## src/rtl/mux4_seq_pkg.sv

```systemverilog
// Shared types and constants for the mux4_seq round-robin select sequencer.
// Holds the FSM state encoding and the grant one-hot helper.
package mux4_seq_pkg;

  localparam int NUM_SRC = 4;
  localparam int SEL_W   = 2;

  // Pointer value after reset: source 3 counts as last granted, so source 0 wins first.
  localparam logic [SEL_W-1:0] LAST_RST = SEL_W'(NUM_SRC - 1);

  typedef enum logic [1:0] {
    IDLE   = 2'd0,
    SELECT = 2'd1,
    OUTPUT = 2'd2
  } seq_state_t;

  function automatic logic [NUM_SRC-1:0] sel_onehot(input logic [SEL_W-1:0] sel);
    return NUM_SRC'(1) << sel;
  endfunction

endpackage : mux4_seq_pkg

```

## src/rtl/mux4_seq_rr_pick.sv

```systemverilog
// Combinational round-robin picker: rotate requests so the source after LAST
// sits at position 0, take the first set bit, then un-rotate to a source index.
module rr_pick
  import mux4_seq_pkg::*;
(
  input  logic [NUM_SRC-1:0] REQ,
  input  logic [SEL_W-1:0]   LAST,
  output logic [SEL_W-1:0]   WIN,
  output logic               ANY
);

  logic [NUM_SRC-1:0] rot_req;
  logic [SEL_W-1:0]   start;
  logic [SEL_W-1:0]   first_ofs;

  assign start = LAST + SEL_W'(1);

  always_comb begin
    // NOTE: every output of a combinational block gets a default first, so no path leaves it unassigned and no latch is inferred.
    rot_req   = '0;
    first_ofs = '0;
    for (int i = 0; i < NUM_SRC; i++) begin
      rot_req[i] = REQ[start + SEL_W'(i)];
    end
    // Walk from the highest offset down so the lowest set offset is the one kept.
    for (int i = NUM_SRC - 1; i >= 0; i--) begin
      if (rot_req[i]) first_ofs = SEL_W'(i);
    end
  end

  assign WIN = start + first_ofs;
  assign ANY = |REQ;

endmodule : rr_pick

```

## src/rtl/mux4_seq.sv

```systemverilog
// Round-robin select sequencer for an external 4:1 mux: grants one source,
// captures the mux output for a cycle, and offers it downstream via VALID/READY.
module mux4_seq
  import mux4_seq_pkg::*;
#(
  parameter int N = 32
) (
  input  logic               CLOCK,
  input  logic               nRESET,
  input  logic               ENABLE,
  input  logic [NUM_SRC-1:0] REQ,
  output logic [NUM_SRC-1:0] GNT,
  output logic [SEL_W-1:0]   S,
  input  logic [N-1:0]       Y,
  output logic [N-1:0]       DOUT,
  output logic               VALID,
  input  logic               READY
);

  seq_state_t         state_q, state_d;
  logic [SEL_W-1:0]   s_q, s_d;
  logic [NUM_SRC-1:0] gnt_q, gnt_d;
  logic [SEL_W-1:0]   last_q, last_d;
  logic [N-1:0]       dout_q, dout_d;
  logic               valid_q, valid_d;

  logic [SEL_W-1:0]   win;
  logic               any_req;

  rr_pick u_rr_pick (
    .REQ  (REQ),
    .LAST (last_q),
    .WIN  (win),
    .ANY  (any_req)
  );

  always_comb begin
    state_d = state_q;
    s_d     = s_q;
    gnt_d   = '0;
    last_d  = last_q;
    dout_d  = dout_q;
    valid_d = valid_q;

    unique case (state_q)
      IDLE: begin
        if (ENABLE && any_req) begin
          s_d     = win;
          gnt_d   = sel_onehot(win);
          last_d  = win;
          state_d = SELECT;
        end
      end
      // Grant and select are both registered, so Y already reflects the winner here.
      SELECT: begin
        dout_d  = Y;
        valid_d = 1'b1;
        state_d = OUTPUT;
      end
      OUTPUT: begin
        if (READY) begin
          valid_d = 1'b0;
          state_d = IDLE;
        end
      end
      default: begin
        state_d = IDLE;
      end
    endcase
  end

  always_ff @(posedge CLOCK or negedge nRESET) begin
    if (!nRESET) begin
      state_q <= IDLE;
      s_q     <= '0;
      gnt_q   <= '0;
      last_q  <= LAST_RST;
      dout_q  <= '0;
      valid_q <= 1'b0;
    end else begin
      // NOTE: sequential state uses non-blocking assignments so every flop samples pre-edge values.
      state_q <= state_d;
      s_q     <= s_d;
      gnt_q   <= gnt_d;
      last_q  <= last_d;
      dout_q  <= dout_d;
      valid_q <= valid_d;
    end
  end

  assign GNT   = gnt_q;
  assign S     = s_q;
  assign DOUT  = dout_q;
  assign VALID = valid_q;

endmodule : mux4_seq

```

## config.mk

```make
export PLATFORM = sky130hd
export DESIGN_NAME = mux4_seq
export DESIGN_NICKNAME = d
export VERILOG_FILES = /design/src/rtl/mux4_seq_pkg.sv /design/src/rtl/mux4_seq_rr_pick.sv /design/src/rtl/mux4_seq.sv
export SDC_FILE = /design/constraint.sdc
export NUM_CORES = 1
export LEC_CHECK = 0
export ABC_AREA = 1
export CAP_MARGIN = 5
export CORE_MARGIN = 2
export CORE_UTILIZATION = 43
export CTS_CLUSTER_SIZE = 20
export DETAILED_ROUTE_END_ITERATION = 7
export GPL_TIMING_DRIVEN = 0
export PLACE_DENSITY = 0.8
export SLEW_MARGIN = 30
export SYNTH_ARGS = -nofsm -noshare
export SYNTH_HDL_FRONTEND = slang
export SYNTH_HIERARCHICAL = 1
export SYNTH_SLANG_ARGS = --single-unit
```

## constraint.sdc

```tcl
create_clock -name CLOCK -period 2.45 [get_ports CLOCK]
set_clock_uncertainty 0.05 [all_clocks]
set_input_delay 0.245 -clock CLOCK [delete_from_list [all_inputs] [get_ports CLOCK]]
set_output_delay 0.245 -clock CLOCK [all_outputs]
set_load 0.02 [all_outputs]
```

==> results of run 1 <==
-- state kept, by name, summed over array words and instances, names as in the netlist --
signal and count:
GNT 4, last_q 2, state_q 2, VALID 1, DOUT 32, S 2
-- worst reg2reg max path, delay by kind of cell, from the launching register on --
kind,cells,cell delay [ns]
buffers and inverters,2,0.21
adder cells (fa/ha/maj),1,0.16
AND/OR/NAND/NOR,9,0.92
XOR/XNOR,1,0.19
flip-flops,1,0.54
AO/OA/AOI/OAI,1,0.12
-- area by class of cell --
| type | count | area share (%) |
|---|---|---|
| multi-input combinational | 169 | 25.0 |
| inverter | 15 | 2.17 |
| clock inverter | 3 | 1.49 |
| buffer | 11 | 2.43 |
| tap | 52 | 2.21 |
| clock buffer | 5 | 2.34 |
| sequential | 43 | 36.7 |
| timing repair buffer | 80 | 27.7 |
-- worst max path at each step --
stage,from,to,slack (ns),depth (start not counted)
after global routing,last_q[0],GNT[0],0.02,14
after detailed placement,REQ[3],GNT[0],0.13,14
after floorplan,last_q[0],GNT[0],0.36,14
after global placement,nRESET,DOUT[9],-0.02,1
final,last_q[0],GNT[0],0.20,14
after CTS,last_q[0],GNT[0],0.17,14
-- cells in the mapped netlist, drive strengths merged --
cell and count:
or2 1, ha 1, nand4 1, nand3 38
dfstp 2, buf 11, dfrtp 41, xor2 1
a21oi 1, nand2 118, inv 15, nor2 8
-- repair_timing --
action	CTS	global route
hold buffers	1	0
setup endpoints to repair	0	1
buffers inserted	0	0
gates resized for setup	0	1
endpoints found under the hold margin	20	0
-- power by group --
group | total [uW] | switching [uW] | internal (uW) | leakage (uW)
registers | 1250 | 186 | 1060 | 0.000532
logic | 2240 | 1260 | 983 | 0.000924
clock network | 548 | 244 | 304 | 0.0000581
total | 4040 | 1690 | 2350 | 0.00151
-- logic make-up (layout without fill, tap and decap cells) --
family	Yosys count	in the layout
AND/OR/NAND/NOR	166	166
flip-flops	43	43
buffers and inverters	26	114
adder cells (fa/ha/maj)	1	1
AO/OA/AOI/OAI	1	1
XOR/XNOR	1	1
-- stage by stage --
| stage | setup WS, ns | TNS (ns) | total power [uW] | cells |
|---|---|---|---|---|
| final | 0.199 | 0 | 4040 | 378 |
| after global routing | 0.0202 | 0 | 4340 | 378 |
| after CTS | 0.174 | 0 | 4070 | 378 |
| after detailed placement | 0.128 | 0 | 3510 | 369 |
| after global placement | -0.0235 | -0.890 | 3450 | 368 |
| after floorplan | 0.364 | 0 | 2580 | 238 |
-- routing by layer --
| metal | share of wire [%] | global-route usage (%) | vias up | routed length (um) |
|---|---|---|---|---|
| met2 | 48 | 31.3 | 51 | 2170 |
| met4 | 0.94 | 6.08 | 0 | 42 |
| li1 | - | - | 909 | - |
| met5 | 0 | 0 | - | 0 |
| met1 | 44 | 23.8 | 822 | 1980 |
| met3 | 6.5 | 5.34 | 5 | 293 |
==> out/metrics.cfg, run 1 <==
[sta]
hold_viol = 0
fin_crit_ns = 2.25
fmax_mhz = 444
worst_pin_slew_ns = 0.529
max_slew_margin_pct = 64.8
rsz0062_at_grt = no
fin_crit_sh_pct = 91.9
fin_hold_ws_ns = 0.408
finalMaxSlewViolations = 0
finalSetupViolCount = 0

[yosys]
synth_top_family_by_area = simple AND/OR/NAND/NOR gates
ys_types = 19
yosys.area_share.simple_pct = 36.2
yosys_warnings = 6
yosysSeqAreaShare_pct = 55.5
syn_avg_cell_area_um2 = 8.16
ys_ff_latch = 43
syn_inst = 238
synth_area_um2 = 1940
synthTopCellsByArea = dfrtp_1 (53%), nand2_1 (21%), nand3_1 (9.8%)
synth-adder-area-share_pct = 0.644
synth_nets = 279
synth_xor_area_share_pct = 0.451
muxShareOfSynthArea_pct = 0
yosysTopAreaCellShare_pct = 52.8
yosysTopAreaCell = dfrtp_1
synth-compound-area-share_pct = 0.258

[clock_tree]
root_buffer = clkbuf_8
insertion_delay_ns = 0.28
clock_path_buffers = 2
htree_levels = 2
clkTransAtPathRegs_ns = 0.09
cts_made_buffers = 5
clock-sinks = 43
cts_tree = built

[finish]
postLayoutCellArea_um2 = 2940
drive_gt1_share_pct = 11.3
nNetsFinal = 366
num_antenna_cells = 0
fill_cells = 376
final_util_pct = 67.5
layout_common_cells = nand2_1 (111), clkdlybuf4s50_1 (77), dfrtp_1 (41), nand3_1 (38), inv_1 (12)
seqCellArea_um2 = 1080
final_common_cell = nand2_1
area_growth_pct = 51.2
multiInputGateArea_um2 = 733

[critical_path]
path_class = reg -> reg
path_common_cell = nand2_1
rrSetupSlack_ns = 0.20
crit_buf_inv = 2
cp_cell_sequence = buf_6 > nand2_1 > nand2_2 > nand2_1 > nand2_1 > nand3_1 > a21oi_2 > ha_1 > xor2_1 > nand3_1 > nand2_1 > inv_1 > or2_2 > nor2_1
crit_required_ns = 2.63
reg2reg_depth = 14
cp-end-kind = flip-flop
rr_startpoint = last_q[0]
cp.arrival_ns = 2.43
crit_family = simple AND/OR/NAND/NOR gates
start_kind = flip-flop
r2r_end = GNT[0]
critPathMaxStageDelay_ns = 0.54
cp_slowest_cell = dfstp_2
critPathMaxFanout = 9

[global_routing]
first_global_vias = 1712
grt_pass1_wl_um = 7570
grt_max_degree = 24
antenna_found_initial = 0
track_usage_pct = 18.8
grt_overflow_total = 0

[place]
placed_area_um2 = 2810
dp_hpwl_um = 3330
place_congestion = 0.775
port_buffers = 78

[run]
maxCapViolCount = 0

[routing]
drt_iter0_drc = 131
wl_um = 4490
final_antenna_net_count = 0
drc = 0
post_drt_wl_per_cell_um = 11.9
vias = 1787
drt_first_pass_iters = 4
viasPerCell = 4.73

[floorplan]
die_y_um = 71.2
ios = 79
placementRows = 24
start_util_pct = 44.6
die_w_um = 71.2
core-area_um2 = 4350
dieArea_um2 = 5070

[pwr]
irDropWorstVdd_v = 0.000660
p_leak_uw = 0.00151
power_density_nw_per_um2 = 1370

[hold_path]
min_path_type = in -> async

[outcome]
status = complete, no violations

(Power assumes the default switching activity.)
==> run 2: changes to the inputs <==
--- a/config.mk
+++ b/config.mk
@@ -7,12 +7,12 @@
 export LEC_CHECK = 0
 export ABC_AREA = 1
 export CAP_MARGIN = 5
-export CORE_MARGIN = 2
-export CORE_UTILIZATION = 43
+export CORE_MARGIN = 4
+export CORE_UTILIZATION = 35
 export CTS_CLUSTER_SIZE = 20
 export DETAILED_ROUTE_END_ITERATION = 7
 export GPL_TIMING_DRIVEN = 0
-export PLACE_DENSITY = 0.8
+export PLACE_DENSITY = 0.67
 export SLEW_MARGIN = 30
 export SYNTH_ARGS = -nofsm -noshare
 export SYNTH_HDL_FRONTEND = slang
==> out/metrics.cfg, run 2 (synthesis gave the netlist of run 1 again) <==
[pwr]
p_leak_uw = 0.00150  ; -0.78%
fin_total_pwr_uw = 3980  ; -1.5%
irDropWorstVdd_v = 0.000597  ; -9.5%
power_density_nw_per_um2 = 1350  ; -1.7%

[routing]
viasPerCell = 4.44  ; -6.2%
wl_um = 4660  ; +3.9%
drt_first_pass_iters = 4  ; unchanged
vias = 1752  ; -2.0%
final_antenna_net_count = 0  ; unchanged
post_drt_wl_per_cell_um = 11.8  ; -0.61%
drc = 0  ; unchanged
drt_iter0_drc = 52  ; -60%

[sta]
max_slew_margin_pct = 60.5  ; -4.2 points
finalSetupViolCount = 0  ; unchanged
setup_tns_ns = 0  ; unchanged
finalMaxSlewViolations = 0  ; unchanged
hold_viol = 0  ; unchanged
fmax_mhz = 430  ; -3.2%
worst_pin_slew_ns = 0.592  ; +0.0637 ns
fin_ws_ns = 0.124  ; -0.0745 ns
fin_crit_sh_pct = 94.9  ; +3.0 points
fin_crit_ns = 2.33  ; +0.0745 ns

[finish]
area_growth_pct = 51.6
fill_cells = 492  ; +31%
num_antenna_cells = 0  ; unchanged
instances_no_fill = 395  ; +4.5%
drive_gt1_share_pct = 11.7  ; +0.34 points
postLayoutCellArea_um2 = 2950  ; +0.26%
layout_common_cells = nand2_1 (111), clkdlybuf4s50_1 (77), dfrtp_1 (41), nand3_1 (38), inv_1 (12)
nNetsFinal = 366  ; unchanged
final_common_cell = nand2_1
largest_reg_flops = 32  ; unchanged

[critical_path]
critPathMaxFanout = 9  ; unchanged
crit_required_ns = 2.62  ; about the same
r2r_end = GNT[0]
path_class = reg -> reg
rrSetupSlack_ns = 0.12  ; -0.07 ns
rr_startpoint = last_q[0]
start_kind = flip-flop
cp.arrival_ns = 2.49  ; +0.06 ns
cp-end-kind = flip-flop
reg2reg_depth = 14  ; unchanged

[clock_tree]
clock-sinks = 43  ; unchanged
clkTransAtPathRegs_ns = 0.08  ; about the same
clock_path_buffers = 2  ; unchanged
cts_tree = built
insertion_delay_ns = 0.29  ; about the same
root_buffer = clkbuf_8
htree_levels = 2  ; unchanged
cts_made_buffers = 5  ; unchanged

[global_routing]
track_usage_pct = 14.8  ; -4.0 points
grt_pass1_wl_um = 7730  ; +2.2%
first_global_vias = 1720  ; +0.47%
grt_overflow_total = 0  ; unchanged
grt_max_degree = 25  ; +4.2%
antenna_found_initial = 0  ; unchanged

[place]
place_inst = 387  ; +4.9%
port_buffers = 78  ; unchanged
pre_cts_slack_ns = 0.136  ; +0.00781 ns
dp_hpwl_um = 3460  ; +3.6%
placed_area_um2 = 2830  ; +0.80%
place_congestion = 0.856  ; +10%

[hold_path]
min_path_type = reg -> reg
hold_end = DOUT[16]
min_path_cells = 2
hp-start = DOUT[16]

[floorplan]
start_util_pct = 37.1  ; -7.5 points
ios = 79  ; unchanged
core-area_um2 = 5240  ; +20%
die_y_um = 82.5  ; +16%
dieArea_um2 = 6810  ; +34%
die_w_um = 82.5  ; +16%
placementRows = 26  ; +8.3%

[outcome]
status = complete, no violations

[run]
maxCapViolCount = 0  ; unchanged

-- run 2: cell types whose count changed in the layout (fill, tap and decap cells not counted), sizes merged --
| cell | before | now |
|---|---|---|
| bufinv | 1 | 0 |
| clkbuf | 5 | 6 |
| clkinv | 2 | 1 |
-- run 2: routing by layer --
layer | vias to the layer above | GRT usage (%) | wire length (um)
li1 | 907 | - | -
met1 | 783 | 18.0 | 1970
met2 | 58 | 23.4 | 2160
met3 | 4 | 7.16 | 495
met4 | 0 | 4.41 | 40
met5 | - | 0 | 0
-- run 2: timing repair --
action                     CTS  global route
buffers inserted             0             0
hold endpoints to repair    23             0
hold buffers                 1             0
resized for setup            0             3
setup endpoints to repair    0             1
-- run 2: power by group --
group / switching [uW] / internal [uW] / leakage [uW] / total (uW)
registers: 184 / 1060 / 0.000532 / 1240
clock network: 232 / 221 / 0.0000470 / 453
logic: 1280 / 998 / 0.000923 / 2280
-- run 2: metrics by stage --
stage | hold WS [ns] | utilization [%]
CTS | 0.428 | 56.0
floorplan | -0.101 | -
global route | 0.439 | 56.2
global placement | 0.403 | 53.7
finish | 0.423 | 56.2
detailed placement | 0.229 | 54.1
-- run 2: worst max-delay path by stage --
stage,from,cells after the start,end
after floorplan,last_q[0],14,GNT[0]
after global placement,nRESET,1,GNT[2]
after detailed placement,REQ[0],15,GNT[0]
after CTS,last_q[0],14,GNT[0]
after global routing,last_q[0],14,GNT[0]
final,last_q[0],14,GNT[0]
-- run 2: cell type report --
class / instances / area [um2] / share of cell area [%]
flip-flops and latches: 43 / 1080 / 36.6
plain buffers: 11 / 71.3 / 2.42
well taps: 70 / 87.6 / 2.97
multi-input cells: 169 / 743 / 25.2
clock buffers: 6 / 82.6 / 2.80
clock inverters: 1 / 5.00 / 0.170
repair buffers: 80 / 813 / 27.6
inverters: 15 / 63.8 / 2.17
-- run 2: critical path, cell delays in order, from the launching register on --
cell	delay [ns]
dfstp_2	0.54
buf_6	0.15
nand2_1	0.07
nand2_2	0.11
nand2_1	0.06
nand2_1	0.08
nand3_1	0.08
a21oi_2	0.13
ha_2	0.21
xor2_2	0.17
nand3_1	0.09
nand2_1	0.06
inv_1	0.06
or2_2	0.27
nor2_1	0.11
==> run 3: changes to the inputs <==
--- a/config.mk
+++ b/config.mk
@@ -9,6 +9,7 @@
 export CAP_MARGIN = 5
 export CORE_MARGIN = 4
 export CORE_UTILIZATION = 35
+export CTS_BUF_LIST = sky130_fd_sc_hd__clkbuf_8
 export CTS_CLUSTER_SIZE = 20
 export DETAILED_ROUTE_END_ITERATION = 7
 export GPL_TIMING_DRIVEN = 0
==> results of run 3 <==
Same layout as run 2: the final DEF is identical, and so are final timing and power.
